### config.mk
export PLATFORM = sky130hd
export DESIGN_NAME = data_sram_bridge
export DESIGN_NICKNAME = d
export VERILOG_FILES = /design/src/rtl/data_sram_bridge.sv
export SDC_FILE = /design/constraint.sdc
export NUM_CORES = 1
export LEC_CHECK = 0
export CAP_MARGIN = 20
export CORE_MARGIN = 5
export CORE_UTILIZATION = 57
export DETAILED_ROUTE_END_ITERATION = 7
export DONT_BUFFER_PORTS = 1
export PLACE_DENSITY = 0.75
export SYNTH_ARGS = -nofsm -noshare
export SYNTH_HDL_FRONTEND = slang
export SYNTH_SLANG_ARGS = --single-unit
### constraint.sdc
create_clock -name clk -period 1.8 [get_ports clk]
set_clock_uncertainty 0.05 [all_clocks]
set_input_delay 0.18 -clock clk [delete_from_list [all_inputs] [get_ports clk]]
set_output_delay 0.18 -clock clk [all_outputs]
set_load 0.03 [all_outputs]
### src/rtl/data_sram_bridge.sv
// Bridges the core's SRAM-style data port onto a split addr_ok/data_ok bus; stalls the core
// while a request is outstanding (3 stall cycles on a zero-wait bus). Optional posted write buffer: DATA_BRIDGE_WBUF_EN.
module data_sram_bridge #(
  parameter int ADDR_W = 32,
  parameter int DATA_W = 32
) (
  input  logic                  clk,
  input  logic                  rst,
  input  logic                  data_sram_en,
  input  logic [DATA_W/8-1:0]   data_sram_wen,
  input  logic [ADDR_W-1:0]     data_sram_addr,
  input  logic [DATA_W-1:0]     data_sram_wdata,
  output logic [DATA_W-1:0]     data_sram_rdata,
  output logic                  stallreq,
  output logic                  bus_req,
  output logic                  bus_wr,
  output logic [1:0]            bus_size,
  output logic [DATA_W/8-1:0]   bus_wstrb,
  output logic [ADDR_W-1:0]     bus_addr,
  output logic [DATA_W-1:0]     bus_wdata,
  input  logic                  bus_addr_ok,
  input  logic                  bus_data_ok,
  input  logic [DATA_W-1:0]     bus_rdata
);

  localparam int SW = DATA_W / 8;

  localparam logic [1:0] S_IDLE = 2'd0;
  localparam logic [1:0] S_REQ  = 2'd1;
  localparam logic [1:0] S_WAIT = 2'd2;
  localparam logic [1:0] S_DONE = 2'd3;

  logic [1:0]        state;
  logic [1:0]        state_nxt;
  logic [1:0]        fin_state;
  logic [SW-1:0]     wen_q;
  logic [ADDR_W-1:0] addr_q;
  logic [DATA_W-1:0] wdata_q;
  logic [DATA_W-1:0] rdata_q;
  logic              in_req;
  logic              is_rd;
  logic              capture;
  logic              resp_fire;
  logic [1:0]        size_enc;

  assign in_req    = (state == S_REQ);
  assign is_rd     = (wen_q == '0);
  assign capture   = (state == S_IDLE) && data_sram_en;
  assign resp_fire = (in_req && bus_addr_ok && bus_data_ok) ||
                     ((state == S_WAIT) && bus_data_ok);

`ifdef DATA_BRIDGE_WBUF_EN
  // posted_q marks the in-flight transaction as a buffered store the core no longer waits on
  logic posted_q;

  assign fin_state = posted_q ? S_IDLE : S_DONE;

  always_ff @(posedge clk or negedge rst) begin
    if (!rst) begin
      posted_q <= 1'b0;
    end else if (capture) begin
      posted_q <= (data_sram_wen != '0);
    end else if (resp_fire) begin
      posted_q <= 1'b0;
    end
  end

  always_comb begin
    stallreq = 1'b0;
    case (state)
      S_IDLE:         stallreq = data_sram_en && (data_sram_wen == '0);
      S_REQ, S_WAIT:  stallreq = posted_q ? data_sram_en : 1'b1;
      default:        stallreq = 1'b0;
    endcase
  end
`else
  assign fin_state = S_DONE;
  assign stallreq  = capture || (state == S_REQ) || (state == S_WAIT);
`endif

  always_comb begin
    state_nxt = state;
    case (state)
      S_IDLE: if (data_sram_en) state_nxt = S_REQ;
      S_REQ:  if (bus_addr_ok)  state_nxt = bus_data_ok ? fin_state : S_WAIT;
      S_WAIT: if (bus_data_ok)  state_nxt = fin_state;
      default:                  state_nxt = S_IDLE;
    endcase
  end

  always_ff @(posedge clk or negedge rst) begin
    if (!rst) begin
      state   <= S_IDLE;
      wen_q   <= '0;
      addr_q  <= '0;
      wdata_q <= '0;
      rdata_q <= '0;
    end else begin
      state <= state_nxt;
      if (capture) begin
        wen_q   <= data_sram_wen;
        addr_q  <= data_sram_addr;
        wdata_q <= data_sram_wdata;
      end
      if (resp_fire && is_rd) begin
        rdata_q <= bus_rdata;
      end
    end
  end

  // Irregular strobe patterns fall back to a word-sized access with the strobes untouched
  always_comb begin
    case (wen_q)
      4'b0001, 4'b0010, 4'b0100, 4'b1000: size_enc = 2'd0;
      4'b0011, 4'b1100:                   size_enc = 2'd1;
      default:                            size_enc = 2'd2;
    endcase
  end

  assign bus_req         = in_req;
  assign bus_wr          = in_req && !is_rd;
  assign bus_size        = in_req ? size_enc : 2'd0;
  assign bus_wstrb       = in_req ? wen_q : '0;
  assign bus_addr        = !in_req ? '0 : (is_rd ? {addr_q[ADDR_W-1:2], 2'b00} : addr_q);
  assign bus_wdata       = in_req ? wdata_q : '0;
  assign data_sram_rdata = rdata_q;

endmodule

Word level (Yosys, flattened, before mapping) --
Index checks and enable logic that the tools add are counted.
Operators by class: add/subtract/negate cells 0, multiply operators 0, div/mod/pow operators 0, order comparisons 0, eq/ne operators 11, shift operators 0, mux-type cells 11, bitwise gates (word level) 0, reductions and logical operators 15
Operator list (number):
- 2-to-1 mux 32 bit | 2
- 2-to-1 mux 2 bit | 5
- equality test 4 x 2 -> 1 bit (second input constant) | 2
- equality test 4 bit (second input constant) | 2
- logical AND 1 bit | 6
- inequality test 2 bit (second input constant) | 3
- one-hot mux 2 bit (3 select lines) | 1
- equality test 4 x 1 -> 1 bit (second input constant) | 1
- equality test 4 x 3 -> 1 bit (second input constant) | 1
- logical NOT 4 bit | 1
- 2-to-1 mux 4 bit | 1
- one-hot mux 2 bit (2 select lines) | 1
- OR reduction 4 bit | 1
- logical OR 1 bit | 3
- AND reduction 3 bit | 1
- equality test 2 x 1 -> 1 bit (second input constant) | 1
- equality test 2 bit (second input constant) | 1
- logical NOT 2 bit | 1
- OR reduction 2 bit | 1
- logical NOT 1 bit | 1
- 2-to-1 mux 1 bit | 1
Word-level totals: register bits 102, bits in latches 0, RAM bits 0, memory bits (read-only) 0, output and inout bits 105, word-level logic and storage cells 42, memories kept 0

Depth between registers and ports, before layout --
Gate-level depths: netlist (run 1).
depth after elaboration 5, depth in mapped cells 6, gate-level depth less buffers 5

Worst setup path before layout (run 1) --
OpenSTA, ideal clock, no wires.
path kind flip-flop to output port, from register state[1], to output port bus_size[1], arrival time 1.870 ns, setup slack -0.300 ns, cell stages (with the launch flop) 5, buffers on the path 1, cells stage by stage dfrtp_1 inv_1 ha_1 clkbuf_1 a21boi_0
On the way: word-level cells in the longest chain between the ends 2
Ends and longest elaborated chain:
- from (decl) | RTL line 33 | logic [1:0] state;
- from (signal assigned) | RTL line 99 | state <= state_nxt;
- equality test 2 x 1 -> 1 bit | RTL line 46 | assign in_req = (state == S_REQ);
- net bus_req | RTL line 15 | output logic bus_req,
- 2-to-1 mux 2 bit | RTL line 122 | assign bus_size = in_req ? size_enc : 2'd0;
- to (decl) | RTL line 17 | output logic [1:0] bus_size,
The timed path passes the listed nets, and every way through them passes these cells.

Worst setup path in the final report (run 1) --
Same ends and word-level chain as after synthesis.

==> reports/results.ini, run 1 <==
[outcome]
result_of_the_run=finished, violations left
failed_checks=hold timing, setup timing

[sta]
finalSetupViolations=106
period_minus_slack_ns=1.99
holdWs_ns=-0.556
layout_setup_ws_ns=-0.190
timing.max_slew.rel_slack=0.753
achievable-frequency_mhz=503
setup_total_negative_slack_ns=-12.71
final_min_period_over_clock_period=1.11
worstMarginPinSlew_ns=0.370
final_count_of_pins_violating_max_slew=0
report.final.hold_viol_count=102
rsz_0062_raised_after_global_routing=yes

[logic_synthesis]
mappedNetlistNets=425
post_synth_inst_count=316
synth_enable_flop_cells=0
post_synth_instance_area_sq_um=4530
synth.top_cells.by_area=sky130_fd_sc_hd__dfrtp_1 (56%), sky130_fd_sc_hd__mux2_2 (13%), sky130_fd_sc_hd__mux2_4 (10%)
portion_of_the_post_synthesis_area_used_by_sequential_elements=0.564
synth_largest_area_cell=sky130_fd_sc_hd__dfrtp_1
synth_area_per_cell_sq_um=14.3
netlist_top_cells_count=sky130_fd_sc_hd__dfrtp_1 (102), sky130_fd_sc_hd__and2_1 (67), sky130_fd_sc_hd__mux2_2 (54)
synthMostInstantiatedCell=sky130_fd_sc_hd__dfrtp_1
postSynth.topFlopCell=sky130_fd_sc_hd__dfrtp_1
postSynthRegisterBits=102
synth-async-reset-ratio=1.00
synthDominantCellAreaShare=0.564
synthDistinctLibCells=22
synthesis.yosys.warnings=0

[worst_setup_path]
setup.worst_path.start_class=flip-flop
first_element_of_the_critical_path=state[1]
setup_cp_type=flip-flop to primary output
data_required_critical_path_ns=1.57
worstRegToRegCells=6
timing.reg2reg.setup_slack_ns=-0.17
critPathCaptureType=primary output
worstReg2RegEnd=state[1]
worst-endpoint-arrival_ns=1.76
worstSetupEndpoint=bus_size[1]
reg2reg_from=state[1]
worstPathMaxFanout=19

[detailed_routing]
drc=0
drt_iter0_drc=99
vias_per_cell=5.56
detail_route.wl_per_cell_um=24.4
detailedRoute.firstPassIterationCount=4
postRouteAntennaNets=0
dr_total_vias=3317
postRouteWirelength_um=14600

[grt]
global_route.overflow_total=0
grt_antenna_before_repair=1
first_pass_grt_wire_length_um=21700
grt_start_max_net_pins=103
first_global_vias=3815
globalRouteTotalUtil=0.289

[place]
half_perimeter_wire_length_after_placement_um=7350
gp_routability_congestion=0.757
place.port_buffers=0
placed_area_sq_um=5220
dp_cells=473

[clocking]
tritoncts_num_sinks=102
clock_path_buffers=2
numCtsBuffers=9
tritoncts_clock_tree=done
post_cts_hold_buffer_count=100
root_driver=sky130_fd_sc_hd__clkbuf_8
cts-htree-levels=3
clock_latency_ns=0.36
clk_pin_slew_worst_paths_ns=0.11

[pwr]
leakagePower_nw=3.25
cellPowerDensity_nw_per_um2=1830
ir_worst_vdd_mv=0.957

[floorplanning]
start_util=0.586
io_pins=210
die_h_um=99.1
floorplan.core_area_sq_um=7730
core.rowCount=32
die_width_um=99.1
die_area_sq_um=9820

[final_layout]
nNetsFinal=598
flow.area_growth_from_synthesis_pct=52.2
drive_above_1_share=0.429
fin_area_sq_um=6890
finalNonFillerCells=597

[job]
drv.max_cap_violation_count=0

[min_path]
min_path_type=input pin to asynchronous set/reset pin

state kept, by name, indices dropped and copies added (netlist names):
name and cells:
addr_q 32, data_sram_rdata 32, wdata_q 32, wen_q 4
state 2
what timing repair did:
| action | CTS | global route |
|---|---|---|
| endpoints found under the hold margin | 202 | 102 |
| pin swaps | 3 | 1 |
| cloned | 4 | 1 |
| gates resized for setup | 90 | 11 |
| buffers inserted | 1 | 1 |
| endpoints found under the setup margin | 106 | 106 |
placed cells by master, fill, tap and decap left out, drive strengths merged:
| cell type | count |
|---|---|
| o21a | 1 |
| a211oi | 1 |
| bufbuf | 1 |
| dlygate4sd3 | 100 |
| ha | 4 |
| a21boi | 1 |
| and3 | 4 |
| inv | 7 |
| nor2 | 4 |
| clkinv | 1 |
| dfrtp | 102 |
| clkinvlp | 3 |
| diode | 1 |
| buf | 77 |
| and2 | 67 |
| clkbuf | 12 |
| nand2 | 3 |
| nand4b | 1 |
| a21oi | 1 |
| mux2 | 102 |
| a222oi | 1 |
| o22ai | 1 |
worst max-delay path, stage by stage, from the launching register on:
cell and delay, ns:
sky130_fd_sc_hd__dfrtp_1 0.41, sky130_fd_sc_hd__inv_2 0.10, sky130_fd_sc_hd__ha_4 0.32, sky130_fd_sc_hd__buf_12 0.20, sky130_fd_sc_hd__a21boi_2 0.20, sky130_fd_sc_hd__buf_6 0.15
layer usage:
layer  track usage  share of wire
met1         0.314           0.35
met5             0              0
met2         0.524           0.53
met3        0.0891          0.085
met4         0.116          0.033
metrics by stage:
stage	util	setup slack [ns]	total power, mW
6_report	0.892	-0.190	12.6
5_1_grt	0.892	-0.230	13.1
4_1_cts	0.883	-0.0965	12.0
3_5_place_dp	0.675	-0.139	9.65
3_3_place_gp	0.675	-0.0390	9.44
2_1_floorplan	-	0.00254	8.04
final cells by class:
class                   instances  area, sq um
diodes                          1         2.50
clock buffers                  10          128
clock inverters                 6         45.0
fillers                       299          838
inverters                       5         21.3
multi-input cells             191         1980
flip-flops and latches        102         2550
well taps                     102          128
repair buffers                180         2030
logic make-up (layout without fill, tap and decap cells):
logic type,Yosys count,count (layout),share of synthesized area
compound gates,6,6,0.00968
fa+ha+maj,4,4,0.0111
buf+inv,23,201,0.0265
flops,102,102,0.564
mux,102,102,0.279
other cells,0,1,0
simple gates,79,79,0.110
worst min path at each step:
stage	slack [ns]	from	to	depth (start not counted)
after global placement	-0.16	rst	addr_q[8]	0
after detailed placement	-0.16	rst	addr_q[9]	0
after CTS	-0.56	rst	addr_q[25]	0
after floorplan	-0.17	rst	addr_q[0]	0
final	-0.56	rst	addr_q[5]	0
after global routing	-0.57	rst	addr_q[5]	0
power by group:
group	switching (mW)	internal, mW
logic	3.05	3.32
registers	1.49	3.41
clock network	0.817	0.512
total	5.35	7.24
Power figures use the tool's default switching activity.
==> inputs of run 2 (changes only) <==
--- a/config.mk
+++ b/config.mk
@@ -6,11 +6,12 @@
 export NUM_CORES = 1
 export LEC_CHECK = 0
 export CAP_MARGIN = 20
-export CORE_MARGIN = 5
+export CORE_ASPECT_RATIO = 0.6
 export CORE_UTILIZATION = 57
 export DETAILED_ROUTE_END_ITERATION = 7
 export DONT_BUFFER_PORTS = 1
 export PLACE_DENSITY = 0.75
+export REMOVE_ABC_BUFFERS = 1
 export SYNTH_ARGS = -nofsm -noshare
 export SYNTH_HDL_FRONTEND = slang
 export SYNTH_SLANG_ARGS = --single-unit
==> reports/results.ini, run 2 (synthesis results as in run 1) <==
[outcome]
result_of_the_run=finished, violations left
failed_checks=hold timing, setup timing

[place]
gp_routability_congestion=0.704
half_perimeter_wire_length_after_placement_um=6620
place.port_buffers=0
dpl_worst_slack_ns=-0.0443

[grt]
first_pass_grt_wire_length_um=18500
grt_start_max_net_pins=103
grt_antenna_before_repair=0
global_route.overflow_total=0
globalRouteTotalUtil=0.310
first_global_vias=3408

[sta]
final_count_of_pins_violating_max_slew=0
worstMarginPinSlew_ns=0.379
setup_total_negative_slack_ns=-3.10
final_min_period_over_clock_period=1.05
rsz_0062_raised_after_global_routing=yes
finalSetupViolations=83
timing.max_slew.rel_slack=0.747
layout_setup_ws_ns=-0.0843
report.final.hold_viol_count=102
achievable-frequency_mhz=531
period_minus_slack_ns=1.88
holdWs_ns=-0.523

[min_path]
min_path_type=input pin to asynchronous set/reset pin

[clocking]
clock_path_buffers=2
cts-htree-levels=3
post_cts_hold_buffer_count=100
numCtsBuffers=9
clk_pin_slew_worst_paths_ns=0.06
tritoncts_num_sinks=102
clock_latency_ns=0.34
root_driver=sky130_fd_sc_hd__clkbuf_16
tritoncts_clock_tree=done

[detailed_routing]
drc=0
drt_iter0_drc=171
postRouteWirelength_um=13500
detail_route.wl_per_cell_um=23.7
vias_per_cell=5.59
postRouteAntennaNets=0
dr_total_vias=3187
detailedRoute.firstPassIterationCount=4

[floorplanning]
die_area_sq_um=8310
die_h_um=71.0
core.rowCount=24
floorplan.core_area_sq_um=7480
die_width_um=117
start_util=0.605
io_pins=210

[final_layout]
drive_above_1_share=0.472
layout_commonest_cell=sky130_fd_sc_hd__dfrtp_1
commonest_cells_after_routing_fill_and_taps_aside=sky130_fd_sc_hd__dfrtp_1 (102), sky130_fd_sc_hd__dlygate4sd3_1 (100), sky130_fd_sc_hd__mux2_2 (54)
multiInputGateArea_sq_um=2020
seq_area_sq_um=2550
nNetsFinal=570
fillerInstances=276
flow.area_growth_from_synthesis_pct=47.5
finalCoreUtilization=0.893
n_antenna_cell=0

[worst_setup_path]
data_required_critical_path_ns=1.57
worst-endpoint-arrival_ns=1.65
worstReg2RegEnd=state[0]
timing.reg2reg.setup_slack_ns=-0.07
worstSetupEndpoint=bus_wdata[9]
worstRegToRegCells=6
reg2reg_from=state[0]
worstPathMaxFanout=17
first_element_of_the_critical_path=state[1]
critPathCaptureType=primary output
setup_cp_type=flip-flop to primary output
setup.worst_path.start_class=flip-flop

[job]
drv.max_cap_violation_count=0

[pwr]
ir_worst_vdd_mv=1.28
leakagePower_nw=3.14
total_power_mw=12.6
cellPowerDensity_nw_per_um2=1890

run 2: cell count changes in the layout (fill, tap and decap cells not counted), moves of 3 or more:
cell                        previous run  this run
sky130_fd_sc_hd__and2_1               51         8
sky130_fd_sc_hd__and2_2                0        17
sky130_fd_sc_hd__and2_4               16        42
sky130_fd_sc_hd__buf_12                8        11
sky130_fd_sc_hd__buf_6                61        32
sky130_fd_sc_hd__clkbuf_16             2        10
sky130_fd_sc_hd__clkbuf_8              9         3
sky130_fd_sc_hd__mux2_1               15        18
sky130_fd_sc_hd__mux2_4               34        30
run 2: layer usage:
metal,up-vias,GRT usage,wire (um)
met5,-,0,0
met4,0,0.0872,281
met3,23,0.0960,948
met2,146,0.573,7350
met1,1667,0.345,4950
li1,1351,-,-
run 2: worst min path at each step:
stage                     endpoint  depth (start not counted)  from
5_1_grt         data_sram_rdata[3]                          0   rst
2_1_floorplan            addr_q[0]                          0   rst
3_3_place_gp   data_sram_rdata[11]                          0   rst
3_5_place_dp   data_sram_rdata[14]                          0   rst
4_1_cts                 addr_q[20]                          0   rst
6_report                addr_q[23]                          0   rst
run 2: timing repair:
action,in CTS,in global routing
buffers inserted,2,2
setup endpoints to repair,104,105
pin swaps,1,1
gates cloned,0,1
hold endpoints to repair,202,102
gates resized for setup,81,45
run 2: area by class of cell:
type	count	share of cell area
sequential	102	0.382
multi-input combinational	191	0.303
timing repair buffer	152	0.250
clock buffer	13	0.0405
tap	104	0.0195
inverter	5	0.00281
clock inverter	3	0.00262
run 2: where the power goes:
part / switching (mW) / internal [mW]
registers: 1.52 / 3.42
clock network: 0.826 / 1.05
logic: 2.84 / 2.95
run 2: worst max-delay path, cell delays in order, from the launching register on:
cell and delay (ns):
sky130_fd_sc_hd__dfrtp_1 0.39, sky130_fd_sc_hd__inv_2 0.08, sky130_fd_sc_hd__ha_4 0.30, sky130_fd_sc_hd__clkbuf_16 0.23, sky130_fd_sc_hd__and2_1 0.16, sky130_fd_sc_hd__buf_6 0.14
run 2: stage by stage:
| stage | cells | cell area [sq um] |
|---|---|---|
| 2_1_floorplan | 298 | 4430 |
| 3_3_place_gp | 449 | 5010 |
| 3_5_place_dp | 449 | 5010 |
| 4_1_cts | 567 | 6520 |
| 5_1_grt | 570 | 6680 |
| 6_report | 570 | 6680 |
